===== src/rtl/vga_pixel_write_ctrl_if.sv =====
// ============================================================================
// Module   : vga_pixel_write_ctrl_if
// Brief    : HPS PIO request side and Avalon-MM frame-buffer write side of
//            the VGA pixel write controller, plus its status outputs.
// Revision : 1.0
// ============================================================================
`timescale 1ns/1ps
`default_nettype none

interface vga_pixel_write_ctrl_if #(
  parameter int ADDR_W     = 19,
  parameter int COLOR_W    = 8,
  parameter int FIFO_DEPTH = 4
);
  localparam int LVL_W = $clog2(FIFO_DEPTH) + 1;

  logic [ADDR_W-1:0]  pio_addr;
  logic [COLOR_W-1:0] pio_color;
  logic               pio_req;
  logic               pio_ack;
  logic [ADDR_W-1:0]  sram_address;
  logic [COLOR_W-1:0] sram_writedata;
  logic               sram_write;
  logic               sram_waitrequest;
  logic [LVL_W-1:0]   fifo_level;
  logic [15:0]        drop_count;
  logic               busy;

  // Controller view
  modport slave (
    input  pio_addr, pio_color, pio_req, sram_waitrequest,
    output pio_ack, sram_address, sram_writedata, sram_write,
           fifo_level, drop_count, busy
  );

  // HPS / memory / monitor view
  modport master (
    output pio_addr, pio_color, pio_req, sram_waitrequest,
    input  pio_ack, sram_address, sram_writedata, sram_write,
           fifo_level, drop_count, busy
  );
endinterface

`default_nettype wire


===== src/rtl/vga_pixel_write_ctrl.sv =====
// ============================================================================
// Module   : vga_pixel_write_ctrl
// Brief    : Turns HPS PIO request toggles into ordered Avalon-MM pixel writes
//            through a small FIFO; out-of-frame addresses are dropped/counted.
// Revision : 1.0
// ============================================================================
`timescale 1ns/1ps
`default_nettype none

module vga_pixel_write_ctrl #(
  parameter int ADDR_W     = 19,
  parameter int COLOR_W    = 8,
  parameter int FIFO_DEPTH = 4,
  parameter int MAX_ADDR   = 307200
) (
  input  logic                 clk,
  input  logic                 reset,
  vga_pixel_write_ctrl_if.slave bus
);

  localparam int PTR_W   = $clog2(FIFO_DEPTH);
  localparam int LVL_W   = PTR_W + 1;
  localparam int ENTRY_W = ADDR_W + COLOR_W;
  localparam logic [ADDR_W:0]  LIMIT     = (ADDR_W+1)'(MAX_ADDR);
  localparam logic [LVL_W-1:0] DEPTH_LVL = LVL_W'(FIFO_DEPTH);

  typedef enum logic [0:0] {
    IDLE  = 1'b0,
    WRITE = 1'b1
  } state_t;

  state_t             state_q, state_d;
  logic               req_q, req_d;
  logic               ack_q, ack_d;
  logic [ADDR_W-1:0]  addr_q, addr_d;
  logic [COLOR_W-1:0] data_q, data_d;
  logic               wr_q, wr_d;
  logic [PTR_W-1:0]   wr_ptr_q, wr_ptr_d;
  logic [PTR_W-1:0]   rd_ptr_q, rd_ptr_d;
  logic [LVL_W-1:0]   level_q, level_d;
  logic [15:0]        drop_q, drop_d;
  logic [ENTRY_W-1:0] mem_q [FIFO_DEPTH];

  logic               pending, in_range, fifo_empty, fifo_full;
  logic               pop, push, drop;
  logic [ENTRY_W-1:0] head;

  always_comb begin
    state_d  = state_q;
    req_d    = req_q;
    ack_d    = ack_q;
    addr_d   = addr_q;
    data_d   = data_q;
    wr_d     = wr_q;
    wr_ptr_d = wr_ptr_q;
    rd_ptr_d = rd_ptr_q;
    level_d  = level_q;
    drop_d   = drop_q;
    pop      = 1'b0;

    head       = mem_q[rd_ptr_q];
    fifo_empty = (level_q == '0);
    fifo_full  = (level_q == DEPTH_LVL);
    pending    = (bus.pio_req != req_q);
    in_range   = ({1'b0, bus.pio_addr} < LIMIT);

    case (state_q)
      IDLE: begin
        if (!fifo_empty) begin
          pop     = 1'b1;
          wr_d    = 1'b1;
          state_d = WRITE;
        end
      end
      WRITE: begin
        // Chain the next queued pixel on the completing edge: no idle bubble
        if (!bus.sram_waitrequest) begin
          if (!fifo_empty) begin
            pop = 1'b1;
          end else begin
            wr_d    = 1'b0;
            state_d = IDLE;
          end
        end
      end
      default: begin
        wr_d    = 1'b0;
        state_d = IDLE;
      end
    endcase

    if (pop) begin
      addr_d   = head[ENTRY_W-1:COLOR_W];
      data_d   = head[COLOR_W-1:0];
      rd_ptr_d = rd_ptr_q + 1'b1;
    end

    // A slot freed by this edge's pop is usable by this edge's push
    push = pending && in_range && (!fifo_full || pop);
    drop = pending && !in_range;

    if (push || drop) begin
      req_d = bus.pio_req;
      ack_d = ~ack_q;
    end
    if (push) begin
      wr_ptr_d = wr_ptr_q + 1'b1;
    end
    if (drop && (drop_q != 16'hFFFF)) begin
      drop_d = drop_q + 16'd1;
    end

    case ({push, pop})
      2'b10:   level_d = level_q + 1'b1;
      2'b01:   level_d = level_q - 1'b1;
      default: level_d = level_q;
    endcase
  end

  always_ff @(posedge clk) begin
    if (reset) begin
      state_q  <= IDLE;
      req_q    <= bus.pio_req;
      ack_q    <= 1'b0;
      addr_q   <= '0;
      data_q   <= '0;
      wr_q     <= 1'b0;
      wr_ptr_q <= '0;
      rd_ptr_q <= '0;
      level_q  <= '0;
      drop_q   <= '0;
    end else begin
      state_q  <= state_d;
      req_q    <= req_d;
      ack_q    <= ack_d;
      addr_q   <= addr_d;
      data_q   <= data_d;
      wr_q     <= wr_d;
      wr_ptr_q <= wr_ptr_d;
      rd_ptr_q <= rd_ptr_d;
      level_q  <= level_d;
      drop_q   <= drop_d;
    end
  end

  always_ff @(posedge clk) begin
    if (!reset && push) begin
      mem_q[wr_ptr_q] <= {bus.pio_addr, bus.pio_color};
    end
  end

  assign bus.pio_ack        = ack_q;
  assign bus.sram_address   = addr_q;
  assign bus.sram_writedata = data_q;
  assign bus.sram_write     = wr_q;
  assign bus.fifo_level     = level_q;
  assign bus.drop_count     = drop_q;
  assign bus.busy           = (level_q != '0) | wr_q;

endmodule

`default_nettype wire


===== src/flat_wrapper.sv =====
// flat-port wrapper written by rule: the top's interface ports become plain ports
module vga_pixel_write_ctrl_flat 
#(
  parameter int ADDR_W     = 19,
  parameter int COLOR_W    = 8,
  parameter int FIFO_DEPTH = 4,
  parameter int MAX_ADDR   = 307200
)
  (clk, reset, bus_pio_addr, bus_pio_color, bus_pio_req, bus_sram_waitrequest, bus_pio_ack, bus_sram_address, bus_sram_writedata, bus_sram_write, bus_fifo_level, bus_drop_count, bus_busy);
  vga_pixel_write_ctrl_if #(.ADDR_W(ADDR_W), .COLOR_W(COLOR_W), .FIFO_DEPTH(FIFO_DEPTH)) bus_i ();
  input  logic clk;
  input  logic reset;
  input wire logic [$bits(bus_i.pio_addr)-1:0] bus_pio_addr;
  input wire logic [$bits(bus_i.pio_color)-1:0] bus_pio_color;
  input wire logic [$bits(bus_i.pio_req)-1:0] bus_pio_req;
  input wire logic [$bits(bus_i.sram_waitrequest)-1:0] bus_sram_waitrequest;
  output wire logic [$bits(bus_i.pio_ack)-1:0] bus_pio_ack;
  output wire logic [$bits(bus_i.sram_address)-1:0] bus_sram_address;
  output wire logic [$bits(bus_i.sram_writedata)-1:0] bus_sram_writedata;
  output wire logic [$bits(bus_i.sram_write)-1:0] bus_sram_write;
  output wire logic [$bits(bus_i.fifo_level)-1:0] bus_fifo_level;
  output wire logic [$bits(bus_i.drop_count)-1:0] bus_drop_count;
  output wire logic [$bits(bus_i.busy)-1:0] bus_busy;
  assign bus_i.pio_addr = bus_pio_addr;
  assign bus_i.pio_color = bus_pio_color;
  assign bus_i.pio_req = bus_pio_req;
  assign bus_i.sram_waitrequest = bus_sram_waitrequest;
  assign bus_pio_ack = bus_i.pio_ack;
  assign bus_sram_address = bus_i.sram_address;
  assign bus_sram_writedata = bus_i.sram_writedata;
  assign bus_sram_write = bus_i.sram_write;
  assign bus_fifo_level = bus_i.fifo_level;
  assign bus_drop_count = bus_i.drop_count;
  assign bus_busy = bus_i.busy;
  vga_pixel_write_ctrl #(.ADDR_W(ADDR_W), .COLOR_W(COLOR_W), .FIFO_DEPTH(FIFO_DEPTH), .MAX_ADDR(MAX_ADDR)) u_core (.clk(clk), .reset(reset), .bus(bus_i));
endmodule

===== config.mk =====
export PLATFORM = sky130hd
export DESIGN_NAME = vga_pixel_write_ctrl_flat
export DESIGN_NICKNAME = d
export VERILOG_FILES = /design/src/rtl/vga_pixel_write_ctrl_if.sv /design/src/rtl/vga_pixel_write_ctrl.sv /design/src/flat_wrapper.sv
export SDC_FILE = /design/constraint.sdc
export NUM_CORES = 1
export LEC_CHECK = 0
export CORE_MARGIN = 3
export CORE_UTILIZATION = 55
export CTS_CLUSTER_DIAMETER = 150
export CTS_CLUSTER_SIZE = 40
export DETAILED_ROUTE_END_ITERATION = 10
export PLACE_DENSITY = 0.79
export SETUP_SLACK_MARGIN = 0.15
export SKIP_CTS_REPAIR_TIMING = 1
export SYNTH_ARGS = -nofsm -noshare
export SYNTH_HDL_FRONTEND = slang
export SYNTH_SLANG_ARGS = --single-unit

===== constraint.sdc =====
create_clock -name clk -period 3.05 [get_ports clk]
set_input_delay 0.305 -clock clk [delete_from_list [all_inputs] [get_ports clk]]
set_output_delay 0.305 -clock clk [all_outputs]
set_load 0.02 [all_outputs]

# Word level (Yosys, flattened, before mapping)
# Memories as Yosys holds them, arrays and structs flattened. A register that Yosys moved wholly into a read port is not among the register bits.
# Index checks and enable logic that the tools add are counted.
# Widths: inputs -> output; s select.
dict set report word_totals {
  ff_bits 27
  ramBits 108
  mem_count 1
  in_bits 31
  output_inout_bits 49
}
dict set report classes {
  n_reduce_logical 15
  eq_ne 8
  bitwise 3
  muxes 14
  addsub 5
  n_lt_le_gt_ge 1
}
# memory depth word_bits rd rd_clocked_by_memory_dff wr line_no
set memory_table {}
lappend memory_table {u_core.mem_q 4 27 1 1 1 vga_pixel_write_ctrl.sv:42} ;# logic [ENTRY_W-1:0] mem_q [FIFO_DEPTH];
# operator n
set op_table {}
lappend op_table {{$lt 19x19->1 const B} 1}
lappend op_table {{$add 16x1->16 const B} 1}
lappend op_table {{$ne 16x16->1 const B} 1}
lappend op_table {{$mux 1} 10}
lappend op_table {{$ne 2x2->1 const B} 3}
lappend op_table {{$pmux 1 s2} 3}
lappend op_table {{$pmux 3 s2} 1}
lappend op_table {{$logic_and 1x1->1} 5}
lappend op_table {{$add 2x1->2 const B} 2}
lappend op_table {{$reduce_bool 2->1} 2}
lappend op_table {{$add 3x1->3 const B} 1}
lappend op_table {{$eq 3x3->1 const B} 1}
lappend op_table {{$logic_not 1->1} 3}
lappend op_table {{$logic_not 3->1} 1}
lappend op_table {{$reduce_and 3->1} 1}
lappend op_table {{$reduce_bool 3->1} 1}
lappend op_table {{$sub 3x1->3 const B} 1}
lappend op_table {{$eq 2x1->1 const B} 1}
lappend op_table {{$eq 2x2->1 const B} 1}
lappend op_table {{$logic_or 1x1->1} 2}
lappend op_table {{$not 1->1} 2}
lappend op_table {{$ne 1x1->1} 1}
lappend op_table {{$or 1x1->1} 1}

# Logic depth before layout (Yosys ltp)
dict set report logic_depth {
  ltp_word 9
  depth_mapped 9
  mapped_depth_nobuf 7
}

# Worst setup path before layout
# Ideal clock, no wire load.
dict set report synth_path {
  path_kind {reg-to-reg}
  start {register u_core.level_q[0] (netlist: u_core.bus.fifo_level[0])}
  end {register u_core.level_q[2] (netlist: u_core.bus.fifo_level[2])}
  arrival_ns 2.439
  path_buffers 2
  t_required_ns 2.980
  path_slack_ns 0.541
  period_less_slack_ns 2.509
  path_stages_with_launch 10
  cell_sequence {dfxtp_1 nor3_1 nand2b_1 buf_2 buf_2 nor2_1 fa_1 or3_1 a21o_1 a21oi_1}
}
dict set report synth_via {
  elab_chain_cells 8
}
# item line_no
set synth_lines {}
lappend synth_lines {{start: declaration} vga_pixel_write_ctrl.sv:40} ;# logic [LVL_W-1:0] level_q, level_d;
lappend synth_lines {{start signal: assignment} vga_pixel_write_ctrl.sv:141} ;# level_q <= level_d;
lappend synth_lines {{$logic_not 3->1} vga_pixel_write_ctrl.sv:62} ;# fifo_empty = (level_q == '0);
lappend synth_lines {{$mux 1} {vga_pixel_write_ctrl.sv:69, vga_pixel_write_ctrl.sv:78}}
lappend synth_lines {{$mux 1} vga_pixel_write_ctrl.sv:77} ;# if (!bus.sram_waitrequest) begin
lappend synth_lines {{$pmux 1 s2} vga_pixel_write_ctrl.sv:67} ;# case (state_q)
lappend synth_lines {{$logic_or 1x1->1} vga_pixel_write_ctrl.sv:99} ;# push = pending && in_range && (!fifo_full || pop);
lappend synth_lines {{$logic_and 1x1->1} vga_pixel_write_ctrl.sv:99}
lappend synth_lines {{$eq 2x1->1 / $eq 2x2->1 (equally long branches)} vga_pixel_write_ctrl.sv:113} ;# case ({push, pop})
lappend synth_lines {{$pmux 3 s2 / $reduce_bool 2->1 (equally long branches)} n/a}
# Parallel ways exist; a longest one is shown, timed or not.
# A chain may end at the register's enable or synchronous reset.

# Worst setup path in the final report
dict set report layout_path {
  start {input bus_pio_addr[17]}
  end {memory u_core.mem_q[3][20] (netlist name), enable pin}
}
dict set report layout_via {
  elab_chain_cells 6
}
# item line_no
set layout_lines {}
lappend layout_lines {{start: declaration} flat_wrapper.sv:13} ;# input wire logic [$bits(bus_i.pio_addr)-1:0] bus_pio_addr;
lappend layout_lines {{$lt 19x19->1} vga_pixel_write_ctrl.sv:65} ;# in_range = ({1'b0, bus.pio_addr} < LIMIT);
lappend layout_lines {{$logic_and 1x1->1 (2 in series)} vga_pixel_write_ctrl.sv:99}
lappend layout_lines {{$logic_and 1x1->1} vga_pixel_write_ctrl.sv:147} ;# if (!reset && push) begin
lappend layout_lines {{$mux 1} vga_pixel_write_ctrl.sv:147}
lappend layout_lines {{$mux 1 (not written as such)} vga_pixel_write_ctrl.sv:148} ;# mem_q[wr_ptr_q] <= {bus.pio_addr, bus.pio_color};
lappend layout_lines {{end: declaration} vga_pixel_write_ctrl.sv:42}
# Every way passes these cells.

==> summary.txt <==
Yosys
  • Yosys warning total: 0
  • Synth Cell Area: 6200 um2
  • Seq/Total Area, Yosys: 69.9%
  • Post-synth cell types: 40
  • Post-synth EDFFs: 109
  • Synth Flop Type: edfxtp_1
  • Post-Syn Nets: 461
  • Avg Synthesized Cell Area: 14.6 um2
  • Asr flop ratio synth: 0%
  • Count of state elements after synthesis: 162
  • Post-synthesis cell count: 424

STA
  • Max-Slew Margin vs Limit: 50.1%
  • FMAX: 0.416 GHz
  • Sum of negative setup slack: 0 ns
  • Worst Skew: 0.00911 ns
  • Final Max Tran Viols: 0
  • Final-report setup violation count: 0
  • Pin slew with the least headroom to its limit: 0.746 ns
  • Final Hold Vio Count: 0
  • Crit share post-route: 78.8%
  • Minimum clock period after layout: 2.40 ns
  • RSZ-0062 raised after global routing: no

Placement
  • Dpl hpwl: 7.86 mm
  • Dpl cells: 639
  • Post-DP Area: 7210 um2
  • Port Buffers: 79
  • Routability cong.: 0.801

Hold path
  • Hold depth: 2
  • Hold Path Sink: u_core.bus.sram_address[15]
  • Hold_sp: u_core.bus.sram_address[15]
  • Min-delay worst type: flip-flop to flip-flop

Floorplanning
  • DIE AREA: 12600 um2
  • Die W: 112 um
  • Row Count: 38
  • Die H: 112 um
  • Top-level port count: 80
  • Core area: 10900 um2
  • Starting density of the core: 56.7%

Drt
  • Vias: 3743
  • Initial DRT Pass Iterations: 5
  • First DRT Iteration DRCs: 317
  • Vias per inst: 5.58
  • Final ANT Viol Nets: 0
  • Post-DR wirelength/cell: 18.3 um
  • Drt total wl: 12.3 mm
  • DRC errors left: 0

Setup path
  • Crit Reg-Reg Endpoint: u_core.mem_q[3][20]
  • Register-to-Register Path Depth: 6
  • CP max FO: 8
  • Worst setup EP type: flip-flop
  • Reg-to-reg slack, setup: 0.69 ns
  • CP arrival: 2.52 ns
  • Worst Setup SP: bus_pio_addr[17]
  • Crit start category: primary input
  • Setup Crit Path Kind: primary input to flip-flop
  • Worst EP required: 3.17 ns
  • Critical R2R Launch: u_core.req_q

Clock network
  • CTS root buffer: clkbuf_16
  • CTS H-Tree Depth: 4
  • CTS tree: yes
  • Worst-Skew Late Latency: 0.42 ns
  • CTS clk-pin slew, worst paths: 0.06 ns
  • CTS sink count: 162
  • CTS Buf Count: 17
  • Longest Clk Path Bufs: 2

Finish
  • Layout cells sized above 1: 14.3%
  • Commonest non-fill, non-tap cell in the layout: edfxtp_1
  • NumNets Final: 555
  • Finished Layout Cells: 671
  • N_diodes: 0
  • Finished Cell Area: 7740 um2
  • Commonest non-fill, non-tap cells in the layout: edfxtp_1 (109), clkdlybuf4s50_1 (78), nand2_1 (63)
  • Area Growth Syn to Fin: 24.8%

Pwr
  • Pwr Density: 845 nW/um2
  • Peak supply drop: 0.836 mV
  • Total power: 0.00654 W
  • Leakage: 2.57 nW

Global route
  • Largest net degree at the start of global routing: 55
  • Initial antenna violation count: 0
  • First-pass GRT wire length: 20.0 mm
  • Grt ovf: 0
  • Vias in the first global route: 3915
  • Gr usage total: 20.9%

Status
  • Status: completed

Run
  • Max-Cap Viols: 0
## cells in the mapped netlist, types with 2 or more instances
cell      instances  area share, %
mux2i_1           4           0.65
clkbuf_1         12           0.73
a21oi_1          45            3.6
nand4_1           5           0.50
and3_1            4           0.40
nand3_1           9           0.73
a311oi_1          2           0.28
dfxtp_1          53             17
xor2_1            6           0.85
mux4_2           27            9.8
o31ai_1           2           0.24
o21ai_1           7           0.56
xnor2_1           2           0.28
or3_1            10            1.0
ha_1              5            1.0
inv_1             7           0.42
and2_1            5           0.50
nor2_1           16           0.97
or4_1             2           0.24
nand2_1          63            3.8
o21ai_0           5           0.40
nand2b_1          3           0.30
edfxtp_1        109             53
buf_2             5           0.40
## state kept, by name (all words and copies together), names as in the netlist
name	count
u_core.mem_q	108
u_core.bus.sram_address	19
u_core.bus.drop_count	16
u_core.bus.sram_writedata	8
u_core.bus.fifo_level	3
u_core.rd_ptr_q	2
u_core.wr_ptr_q	2
u_core.bus.pio_ack	1
u_core.bus.sram_write	1
u_core.req_q	1
u_core.state_q	1
## logic make-up after synthesis
| group | count (synthesis) | synth area share [%] |
|---|---|---|
| AOI/OAI and AO/OA | 67 | 5.97 |
| xor gates and xnor gates | 8 | 1.13 |
| adders and majority gates | 6 | 1.33 |
| buffers and inverters | 27 | 2.04 |
| DFF | 162 | 69.9 |
| muxes | 31 | 10.4 |
| and+or+nand+nor | 123 | 9.22 |
## routing by layer
layer	GRT usage [%]	part of all wire, %	vias to the layer above	wire length, um
met5	0	0	-	0
met4	8.17	0.69	0	85
li1	-	-	1784	-
met1	26.7	41	1840	5060
met3	6.85	7.4	6	902
met2	33.6	51	113	6220
## report_power, final
group          switching, W  total [W]  internal, W
combinational       0.00102    0.00190     0.000880
sequential         0.000164    0.00274      0.00257
clock              0.000793    0.00190      0.00111
## worst max-delay path: stages
cell             delay (ns)
clkdlybuf4s50_1        0.49
o21ai_0                0.30
o211a_1                0.32
and2_1                 0.23
nor2b_1                0.24
and2_1                 0.39
buf_4                  0.25
## metrics by stage
stage | hold slack [ns] | utilization [%] | setup WS (ns)
global route | 0.479 | 70.8 | 0.567
CTS | 0.456 | 70.8 | 0.692
global placement | 0.441 | 65.9 | 0.357
floorplan | 0.404 | - | 0.541
detailed placement | 0.448 | 65.9 | 0.303
finish | 0.451 | 70.8 | 0.648
## final cells by class
| type | count | area [um2] |
|---|---|---|
| sequential | 162 | 4340 |
| inverter | 7 | 26.3 |
| tap | 140 | 175 |
| clock buffer | 21 | 440 |
| multi-input combinational | 235 | 1750 |
| fill | 747 | 3190 |
| timing repair buffer | 95 | 918 |
| clock inverter | 11 | 91.3 |
## worst max path at each step
stage / to / slack, ns / cells after the start
2_1_floorplan: u_core.bus.fifo_level[2] / 0.54 / 9
3_3_place_gp: u_core.mem_q[3][18] / 0.36 / 7
3_5_place_dp: u_core.mem_q[3][16] / 0.30 / 7
4_1_cts: u_core.mem_q[3][19] / 0.69 / 6
5_1_grt: u_core.mem_q[3][21] / 0.57 / 6
6_report: u_core.mem_q[3][20] / 0.65 / 7
Note: power is estimated with default switching activity, not from simulation.
